`src/rtl/ym2149_psg_seq_wbm_pkg.sv`:
```
// Shared types for the YM2149 register-write sequencer: FSM states, queued
// command layout and the Wishbone drive bundle.
package psg_seq_pkg;

   typedef enum logic [1:0] {IDLE, WAIT, REQ, ACK} state_t;

   typedef struct packed {
      logic [15:0] wait_ticks;
      logic [7:0]  adr;
      logic [7:0]  dat;
   } psg_cmd_t;

   localparam logic [3:0] PSG_WB_SEL = 4'b0001;

   typedef struct packed {
      logic        cyc;
      logic        stb;
      logic        we;
      logic [3:0]  sel;
      logic [7:0]  adr;
      logic [31:0] dat;
   } wb_drv_t;

   // Bus drive for the first cycle of a single register write.
   function automatic wb_drv_t wb_write(input psg_cmd_t c);
      wb_drv_t d;
      d.cyc = 1'b1;
      d.stb = 1'b1;
      d.we  = 1'b1;
      d.sel = PSG_WB_SEL;
      d.adr = c.adr;
      d.dat = {24'b0, c.dat};
      return d;
   endfunction

endpackage

```
`src/rtl/ym2149_psg_seq_wbm_fifo.sv`:
```
// Command FIFO for the PSG sequencer: single clock, first-word fall-through
// head, level output, and a one-cycle flush that also drops a same-cycle push.
module psg_cmd_fifo
   import psg_seq_pkg::*;
#(
   parameter int DEPTH = 16
) (
   input  logic                     clk,
   input  logic                     rst,
   input  logic                     flush,
   input  logic                     push,
   input  psg_cmd_t                 push_data,
   input  logic                     pop,
   output psg_cmd_t                 head,
   output logic                     full,
   output logic                     empty,
   output logic [$clog2(DEPTH):0]   level
);

   localparam int AW = $clog2(DEPTH);

   psg_cmd_t        r_mem [DEPTH];
   logic [AW-1:0]   r_wr_ptr;
   logic [AW-1:0]   r_rd_ptr;
   logic [AW:0]     r_level;
   logic            w_push;
   logic            w_pop;

   assign full   = (r_level == (AW+1)'(DEPTH));
   assign empty  = (r_level == '0);
   assign level  = r_level;
   assign head   = r_mem[r_rd_ptr];
   assign w_push = push && !full && !flush;
   assign w_pop  = pop && !empty && !flush;

   always_ff @(posedge clk) begin
      if (rst || flush) begin
         r_wr_ptr <= '0;
         r_rd_ptr <= '0;
         r_level  <= '0;
      end else begin
         if (w_push) r_wr_ptr <= r_wr_ptr + AW'(1);
         if (w_pop)  r_rd_ptr <= r_rd_ptr + AW'(1);
         case ({w_push, w_pop})
            2'b10:   r_level <= r_level + (AW+1)'(1);
            2'b01:   r_level <= r_level - (AW+1)'(1);
            default: r_level <= r_level;
         endcase
      end
   end

   // Storage needs no reset; pointers alone define validity.
   always_ff @(posedge clk) begin
      if (w_push && !rst) r_mem[r_wr_ptr] <= push_data;
   end

endmodule

```
`src/rtl/ym2149_psg_seq_wbm.sv`:
```
// Timed Wishbone write sequencer for the YM2149 PSG: queued commands are
// released as single pipelined writes after a per-command tick delay.
//
//   state | meaning
//   IDLE  | no write in flight; pops the FIFO head when one is present
//   WAIT  | counting down playback ticks for the popped command
//   REQ   | cyc/stb asserted, waiting for the slave to accept (stall low)
//   ACK   | accepted, stb dropped, waiting for ack/err
module ym2149_psg_seq_wbm
   import psg_seq_pkg::*;
#(
   parameter int CLK_IN_HZ   = 100000000,
   parameter int TICK_HZ     = 50,
   parameter int FIFO_DEPTH  = 16,
   parameter int ACK_TIMEOUT = 255
) (
   input  logic                          clk,
   input  logic                          rst,
   input  logic                          cmd_valid,
   output logic                          cmd_ready,
   input  logic [15:0]                   cmd_wait,
   input  logic [7:0]                    cmd_adr,
   input  logic [7:0]                    cmd_dat,
   input  logic                          flush,
   output logic [7:0]                    wb_adr,
   output logic [31:0]                   wb_dat_w,
   input  logic [31:0]                   wb_dat_r,
   output logic [3:0]                    wb_sel,
   input  logic                          wb_stall,
   output logic                          wb_cyc,
   output logic                          wb_stb,
   output logic                          wb_we,
   input  logic                          wb_ack,
   input  logic                          wb_err,
   output logic                          busy,
   output logic [$clog2(FIFO_DEPTH):0]   fifo_level,
   output logic                          err_flag,
   input  logic                          err_clr
);

   localparam int TICK_DIV = CLK_IN_HZ / TICK_HZ;
   localparam int PW       = $clog2(TICK_DIV);
   localparam int TW       = $clog2(ACK_TIMEOUT + 1);

   logic [PW-1:0]  r_presc;
   state_t         r_state;
   psg_cmd_t       r_cur;
   logic [15:0]    r_remain;
   logic [TW-1:0]  r_to;
   wb_drv_t        r_wb;
   logic           r_err_flag;

   psg_cmd_t       w_cmd_in;
   psg_cmd_t       w_head;
   logic           w_full;
   logic           w_empty;
   logic           w_pop;
   logic           w_tick;
   logic           w_resp;
   logic           w_timeout;
   logic           w_err_set;
   logic           w_unused_dat_r;

   assign w_cmd_in       = '{wait_ticks: cmd_wait, adr: cmd_adr, dat: cmd_dat};
   assign w_pop          = (r_state == IDLE) && !w_empty && !flush;
   assign w_tick         = (r_presc == PW'(TICK_DIV - 1));
   assign w_resp         = wb_ack || wb_err;
   assign w_timeout      = r_wb.cyc && !w_resp && (r_to == '0);
   assign w_err_set      = (r_wb.cyc && wb_err) || w_timeout;
   assign w_unused_dat_r = ^wb_dat_r;

   assign cmd_ready = !w_full;
   assign busy      = (r_state != IDLE) || !w_empty;
   assign err_flag  = r_err_flag;
   assign wb_cyc    = r_wb.cyc;
   assign wb_stb    = r_wb.stb;
   assign wb_we     = r_wb.we;
   assign wb_sel    = r_wb.sel;
   assign wb_adr    = r_wb.adr;
   assign wb_dat_w  = r_wb.dat;

   psg_cmd_fifo #(.DEPTH(FIFO_DEPTH)) u_fifo (
      .clk       (clk),
      .rst       (rst),
      .flush     (flush),
      .push      (cmd_valid),
      .push_data (w_cmd_in),
      .pop       (w_pop),
      .head      (w_head),
      .full      (w_full),
      .empty     (w_empty),
      .level     (fifo_level)
   );

   always_ff @(posedge clk) begin
      if (rst || w_tick) r_presc <= '0;
      else               r_presc <= r_presc + PW'(1);
   end

   always_ff @(posedge clk) begin
      if (rst) begin
         r_state    <= IDLE;
         r_cur      <= '0;
         r_remain   <= '0;
         r_to       <= '0;
         r_wb       <= '0;
         r_err_flag <= 1'b0;
      end else begin
         if (w_err_set)    r_err_flag <= 1'b1;
         else if (err_clr) r_err_flag <= 1'b0;

         case (r_state)
            IDLE: begin
               if (w_pop) begin
                  r_cur    <= w_head;
                  r_remain <= w_head.wait_ticks;
                  if (w_head.wait_ticks == 16'd0) begin
                     r_state <= REQ;
                     r_wb    <= wb_write(w_head);
                     r_to    <= TW'(ACK_TIMEOUT - 1);
                  end else begin
                     r_state <= WAIT;
                  end
               end
            end
            WAIT: begin
               if (flush) begin
                  r_state <= IDLE;
               end else if (w_tick) begin
                  r_remain <= r_remain - 16'd1;
                  if (r_remain == 16'd1) begin
                     r_state <= REQ;
                     r_wb    <= wb_write(r_cur);
                     r_to    <= TW'(ACK_TIMEOUT - 1);
                  end
               end
            end
            REQ, ACK: begin
               // A response wins over the timeout when both land on the last cycle.
               if (w_resp || w_timeout) begin
                  r_wb    <= '0;
                  r_state <= IDLE;
               end else begin
                  r_to <= r_to - TW'(1);
                  if (r_state == REQ && !wb_stall) begin
                     r_wb.stb <= 1'b0;
                     r_state  <= ACK;
                  end
               end
            end
            default: r_state <= IDLE;
         endcase
      end
   end

endmodule

```
`config.mk`:
```
export PLATFORM = sky130hd
export DESIGN_NAME = ym2149_psg_seq_wbm
export DESIGN_NICKNAME = d
export VERILOG_FILES = /design/src/rtl/ym2149_psg_seq_wbm_pkg.sv /design/src/rtl/ym2149_psg_seq_wbm_fifo.sv /design/src/rtl/ym2149_psg_seq_wbm.sv
export SDC_FILE = /design/constraint.sdc
export NUM_CORES = 1
export LEC_CHECK = 0
export BUFFER_PORTS_ARGS = -buffer_cell sky130_fd_sc_hd__buf_2
export CORE_UTILIZATION = 55
export CTS_CLUSTER_DIAMETER = 120
export DETAILED_ROUTE_END_ITERATION = 10
export GPL_ROUTABILITY_DRIVEN = 0
export GPL_TIMING_DRIVEN = 0
export PLACE_DENSITY = 0.73
export SYNTH_ARGS = -nofsm -noshare
export SYNTH_HDL_FRONTEND = slang
export SYNTH_SLANG_ARGS = --single-unit
```
`constraint.sdc`:
```
create_clock -name clk -period 6.4 [get_ports clk]
set_input_delay 0.96 -clock clk [delete_from_list [all_inputs] [get_ports clk]]
set_output_delay 0.96 -clock clk [all_outputs]
set_load 0.02 [all_outputs]
```
## Word-level counts from Yosys, hierarchy flattened

Memory sizes are Yosys's and may differ from the RTL's. A register that Yosys moved wholly into a read port is not among the register bits.
Cells that the tools add are included.
Widths: inputs -> output; s select.

- Word-level logic and storage cells: 116
- Flip-flop bits (word level): 124
- Input bits: 72
- Memories kept: 1
- Output and inout port bits: 55
- Bits in writable memories: 512

- Eq/ne operators: 18
- Add/subtract/negate cells: 7
- Reduce and logical (&&, ||, !) cells: 38
- Multiplexer cells: 36

Memory list:

| memory | depth | bits a word | rd ports | clocked after Yosys merged registers in | wr ports | RTL line | RTL |
|---|---|---|---|---|---|---|---|
| u_fifo.r_mem | 16 | 32 | 1 | 1 | 1 | ym2149_psg_seq_wbm_fifo.sv:22 | `psg_cmd_t r_mem [DEPTH];` |

Operator list:

| cell | number |
|---|---|
| $mux 47 | 5 |
| $pmux 47 s3 | 1 |
| $mux 16 | 3 |
| $mux 8 | 6 |
| $mux 45 | 1 |
| $pmux 16 s2 | 1 |
| $pmux 8 s3 | 1 |
| $add 21x1->21 const B | 1 |
| $eq 21x21->1 const B | 1 |
| $reduce_and 6->1 | 3 |
| $eq 16x1->1 const B | 1 |
| $logic_not 16->1 | 1 |
| $sub 16x1->16 const B | 1 |
| $mux 2 | 7 |
| $logic_and 1x1->1 | 11 |
| $ne 2x2->1 const B | 5 |
| $pmux 5 s2 | 1 |
| $ne 3x3->1 const B | 3 |
| $add 4x1->4 const B | 2 |
| $logic_not 8->1 | 1 |
| $mux 4 | 2 |
| $reduce_and 4->1 | 2 |
| $reduce_bool 2->1 | 4 |
| $sub 8x1->8 const B | 1 |
| other kinds (14) | 34 |

## Logic depth before layout (Yosys ltp)

- Word-level depth: 8
- Depth in mapped cells: 15
- Gate-level depth less buffers: 13

## Cells and area by module

A second synthesis with hierarchy kept.

- Cells, all modules: 1439
- Area, all modules: 24578.6 µm²

Modules (own cells, without submodules):

| module | cells an instance | sequential area each (µm²) | times used | area an instance (µm²) |
|---|---|---|---|---|
| psg_cmd_fifo | 903 | 15715.1 | 1 | 20078.0 |
| ym2149_psg_seq_wbm | 536 | 1641.6 | 1 | 4500.6 |

## Worst setup path after synthesis

OpenSTA, ideal clock, no wires.

- Path kind: input to register
- Start: input flush
- End: memory u_fifo.r_mem[3][0] in the netlist's numbering (enable)
- Path slack: 2041 ps
- Stages on the path: 5
- Required time: 5939 ps
- Data arrival time: 3898 ps
- Cells stage by stage: or2_2 clkbuf_1 nor2_1 nand2_1 nor3_1

- Longest elaborated chain between the ends: 5

RTL lines:

| item | RTL line | RTL |
|---|---|---|
| from (decl) | ym2149_psg_seq_wbm.sv:24 | `input logic flush,` |
| $logic_not 1->1 | ym2149_psg_seq_wbm_fifo.sv:33 | `assign w_push = push && !full && !flush;` |
| $logic_and 1x1->1 | ym2149_psg_seq_wbm_fifo.sv:33 |  |
| $logic_and 1x1->1 | ym2149_psg_seq_wbm_fifo.sv:54 | `if (w_push && !rst) r_mem[r_wr_ptr] <= push_data;` |
| $mux 1 | ym2149_psg_seq_wbm_fifo.sv:54 |  |
| $mux 1 (not written as such) | ym2149_psg_seq_wbm_fifo.sv:54 |  |
| to (decl) | ym2149_psg_seq_wbm_fifo.sv:22 |  |

No other way between the ends.

## Final worst setup path

- Start: register u_fifo.r_level[0] (netlist: u_fifo.level[0])
- End: register u_fifo.r_level[4] (netlist: u_fifo.level[4])

- Longest elaborated chain between the ends: 8

RTL lines:

| item | RTL line | RTL |
|---|---|---|
| from (decl) | ym2149_psg_seq_wbm_fifo.sv:25 | `logic [AW:0] r_level;` |
| from (signal assigned) | ym2149_psg_seq_wbm_fifo.sv:45 | `2'b10: r_level <= r_level + (AW+1)'(1);` |
| from (signal assigned) | ym2149_psg_seq_wbm_fifo.sv:46 | `2'b01: r_level <= r_level - (AW+1)'(1);` |
| from (signal assigned) | ym2149_psg_seq_wbm_fifo.sv:47 | `default: r_level <= r_level;` |
| $logic_not 5->1 (*) | ym2149_psg_seq_wbm_fifo.sv:30 | `assign empty = (r_level == '0);` |
| $logic_not 1->1 (*) | ym2149_psg_seq_wbm_fifo.sv:34, ym2149_psg_seq_wbm.sv:65 |  |
| $logic_and 1x1->1 (2 in a row) | ym2149_psg_seq_wbm.sv:65 | `assign w_pop = (r_state == IDLE) && !w_empty && !flush;` |
| $logic_and 1x1->1 (*) (2 in a row) | ym2149_psg_seq_wbm_fifo.sv:34 | `assign w_pop = pop && !empty && !flush;` |
| named net u_fifo.w_pop | ym2149_psg_seq_wbm_fifo.sv:27 | `logic w_pop;` |
| $eq 2x1->1 / $eq 2x2->1 (equally long branches) | ym2149_psg_seq_wbm_fifo.sv:44 | `case ({w_push, w_pop})` |
| $pmux 5 s2 / $reduce_bool 2->1 (equally long branches) | n/a |  |

The timed path passes the listed nets; every way through them passes the cells marked *.
A chain may end at the register's enable or synchronous reset.

==> results.sh <==
export IMPL_worstHoldStart="r_cur[1]"
export IMPL_p_int_mw=6.410
export IMPL_grt_antenna_before_repair=5
export IMPL_finalWirelength_mm=55.85
export IMPL_avgSynthCellArea_um2=16.97
export IMPL_setup_viol=0
export IMPL_grt_pass1_wl_mm=83.81
export IMPL_htreeDepth=2
export IMPL_ant_nets=0
export IMPL_clk_latency_ps=630
export IMPL_die_h_um=212.9
export IMPL_drt_iter0_drc=1752
export IMPL_via_count=13845
export IMPL_grt_max_degree=24
export IMPL_cp_startpoint="u_fifo.level[0]"
export IMPL_wire_per_inst_um=24.70
export IMPL_coreArea_um2=43460
export IMPL_fin_crit_sh_pct=75.34
export IMPL_critPathLaunchType="flop"
export IMPL_hold_buffers=0
export IMPL_required_ps=6930
export IMPL_rows=76
export IMPL_r2r_start="u_fifo.level[0]"
export IMPL_ys_ff_latch=611
export IMPL_areaGrowthSynthToFinish_pct=15.19
export IMPL_ir_drop_uv=193.3
export IMPL_final_util_pct=64.83
export IMPL_synth_warnings=0
export IMPL_post_synth_top_area_fraction_pct=62.87
export IMPL_drive_gt1_share_pct=24.03
export IMPL_drt_pass1_iter_count=5
export IMPL_drv_cap=0
export IMPL_criticalPathCategory="reg2reg"
export IMPL_fin_crit_ps=4822
export IMPL_switching_share_pct=20.82
export IMPL_cp_end_kind="flop"
export IMPL_seqPwrFrac_pct=53.6
export IMPL_p_per_area_nw_per_um2=287.4
export IMPL_cts_resized=0
export IMPL_nets=1712
export IMPL_final_hold_violation_count=0
export IMPL_port_buffers=67
export IMPL_slew_viol_final=0
export IMPL_grt_pass1_vias=13720
export IMPL_grt_ovfl_total=0
export IMPL_dpl_hpwl_mm=35.98
export IMPL_synth_area_top_cells="edfxtp_1 (63%), mux4_2 (12%), dfxtp_1 (8.1%), nand2_1 (1.9%), nor2_1 (1.3%)"
export IMPL_cts_clk_slew_worst_paths_ps=60
export IMPL_cts_root_buf="clkbuf_16"
export IMPL_fmax_mhz=207.4
export IMPL_stdcell_count=2261
export IMPL_cts_tree="yes"
export IMPL_placedCellCount=2151
export IMPL_combPwrFrac_pct=4.1
export IMPL_clock_sinks=611
export IMPL_synth_edff_count=512
export IMPL_rsz0062_at_grt="false"
export IMPL_die_area_um2=45310
export IMPL_setup_ws_ps=1578
export IMPL_drc=0
export IMPL_cts_inserted_buffers=58
export IMPL_status="finished clean"
export IMPL_synthArstFlopShare_pct=0
export IMPL_cp_max_fo=10
export IMPL_synthCells=1441
export IMPL_p_sw_mw=1.686
export IMPL_initial_utilization_pct=56.28
export IMPL_design_portCount=127
export IMPL_synth_cell_type_count=68
export IMPL_power_clock_fraction_pct=42.3
export IMPL_syn_area_um2=24460
export IMPL_fin_skew_ps=26.78
export IMPL_postCtsSetupBuffers=0
export IMPL_synthFlopType="edfxtp_1"
export IMPL_stdcell_area_um2=28170
export IMPL_tightest_slew_ps=1082
export IMPL_p_leak_nw=9.206
export IMPL_relSlewSlack_pct=27.90
export IMPL_ys_seq_area_share_pct=70.97
export IMPL_place_ws_ps=1648
export IMPL_worstPathArrival_ps=5350
export IMPL_clk_path_buf_depth=3
export IMPL_via_per_inst=6.123
export IMPL_nFillCells=2938
export IMPL_die_w_um=212.9
export IMPL_postPlaceCellArea_um2=26270
export IMPL_holdCritPathClass="reg2reg"
export IMPL_track_usage_pct=25.56
export IMPL_yosysTopAreaCell="edfxtp_1"
[kinds of logic after synthesis]
family | share of synthesized area [%]
other | 0.01533
DFF | 70.97
xor gates and xnor gates | 1.182
muxes | 13.61
buffers and inverters | 2.798
and+or+nand+nor | 5.745
adders and majority gates | 0.7470
AOI/OAI and AO/OA | 4.927
[flip-flops by register name, summed over array words and instances (netlist names), named ones only]
| register | count |
|---|---|
| r_cur | 16 |
| r_state | 2 |
| u_fifo.r_wr_ptr | 4 |
| wb_dat_w | 8 |
| wb_cyc | 1 |
| u_fifo.r_rd_ptr | 4 |
| r_presc | 21 |
| wb_adr | 8 |
| u_fifo.r_mem | 512 |
| r_to | 8 |
| wb_stb | 1 |
| r_remain | 16 |
| err_flag | 1 |
| u_fifo.level | 5 |
[layer usage]
layer | share of wire [%] | track usage (%) | wire length (µm)
met1 | 41 | 36.27 | 22710
met3 | 9.3 | 4.648 | 5200
met4 | 2.7 | 8.236 | 1534
met2 | 47 | 40.45 | 26390
met5 | 0.020 | 0 | 11
[synth_stat cells, types with 6 or more instances]
library cell    n
inv_1          18
a22oi_1        21
ha_1           13
buf_4          33
mux4_2        134
a211oi_1       14
xnor2_1        14
nor3_1         13
mux2i_1        30
o21ai_1         9
a21oi_1        58
nor2_1         82
nand4_1        20
nor4_1          6
edfxtp_1      512
nand2_1       126
clkbuf_1       49
o21ai_0        34
xor2_1         19
nand3_1        19
or3_1           8
dfxtp_1        99
buf_6           6
a221oi_1       10
buf_2          12
[area by class of cell]
cell class                 count  area, µm²  share of cell area (%)
sequential                   611      17360                   61.61
multi-input combinational    730       6623                   23.51
clock buffer                  69       1514                   5.374
timing repair buffer          99      874.6                   3.104
tap                          585      732.0                   2.598
buffer                       106      609.3                   2.163
clock inverter                38      380.4                   1.350
inverter                      20      75.07                  0.2665
antenna                        3      7.507                 0.02665
[worst paths after layout]
| kind | end | slack, ps | cells past startpoint |
|---|---|---|---|
| min | r_cur[1] | 460 | 2 |
| min reg2reg | r_cur[1] | 460 | 2 |
| max | u_fifo.level[4] | 1580 | 13 |
| max reg2reg | u_fifo.level[4] | 1580 | 13 |
[worst max-delay path: stages (launching register included)]
cell	delay [ps]
dfxtp_1	370
or4_1	580
o21ai_0	670
or2_2	230
clkbuf_1	360
clkinv_1	450
clkbuf_1	390
ha_1	380
fa_1	420
a21o_1	170
a21oi_1	170
xor2_1	100
or3_1	310
a21oi_1	140
[metrics by stage]
stage	hold slack (ps)	setup TNS, ps	total power [mW]
2_1_floorplan	435.7	0	4.631
3_3_place_gp	442.2	-165950	4.738
3_5_place_dp	447.4	0	4.752
4_1_cts	455.8	0	8.128
5_1_grt	489.1	0	8.309
6_report	458.4	0	8.096
[layout by cell type, fill, tap and decap left out, drive strengths merged, types with 21 or more instances in the layout]
master and count:
conb 27, a21oi 58, a22oi 21, mux4 134, nor2 82, o21ai 43, clkbuf 118, buf 156
edfxtp 512, dfxtp 99, mux2i 30, clkinv 27, nand2 126
[power by group through the flow]
stage               Clock [mW]  Combinational, mW  Sequential, mW
floorplan                    0              0.208            4.42
global placement             0              0.316            4.42
detailed placement           0              0.330            4.42
CTS                       3.46              0.332            4.34
global route              3.61              0.365            4.34
finish                    3.42              0.336            4.34
No activity file was read; power rests on OpenSTA's default activity.
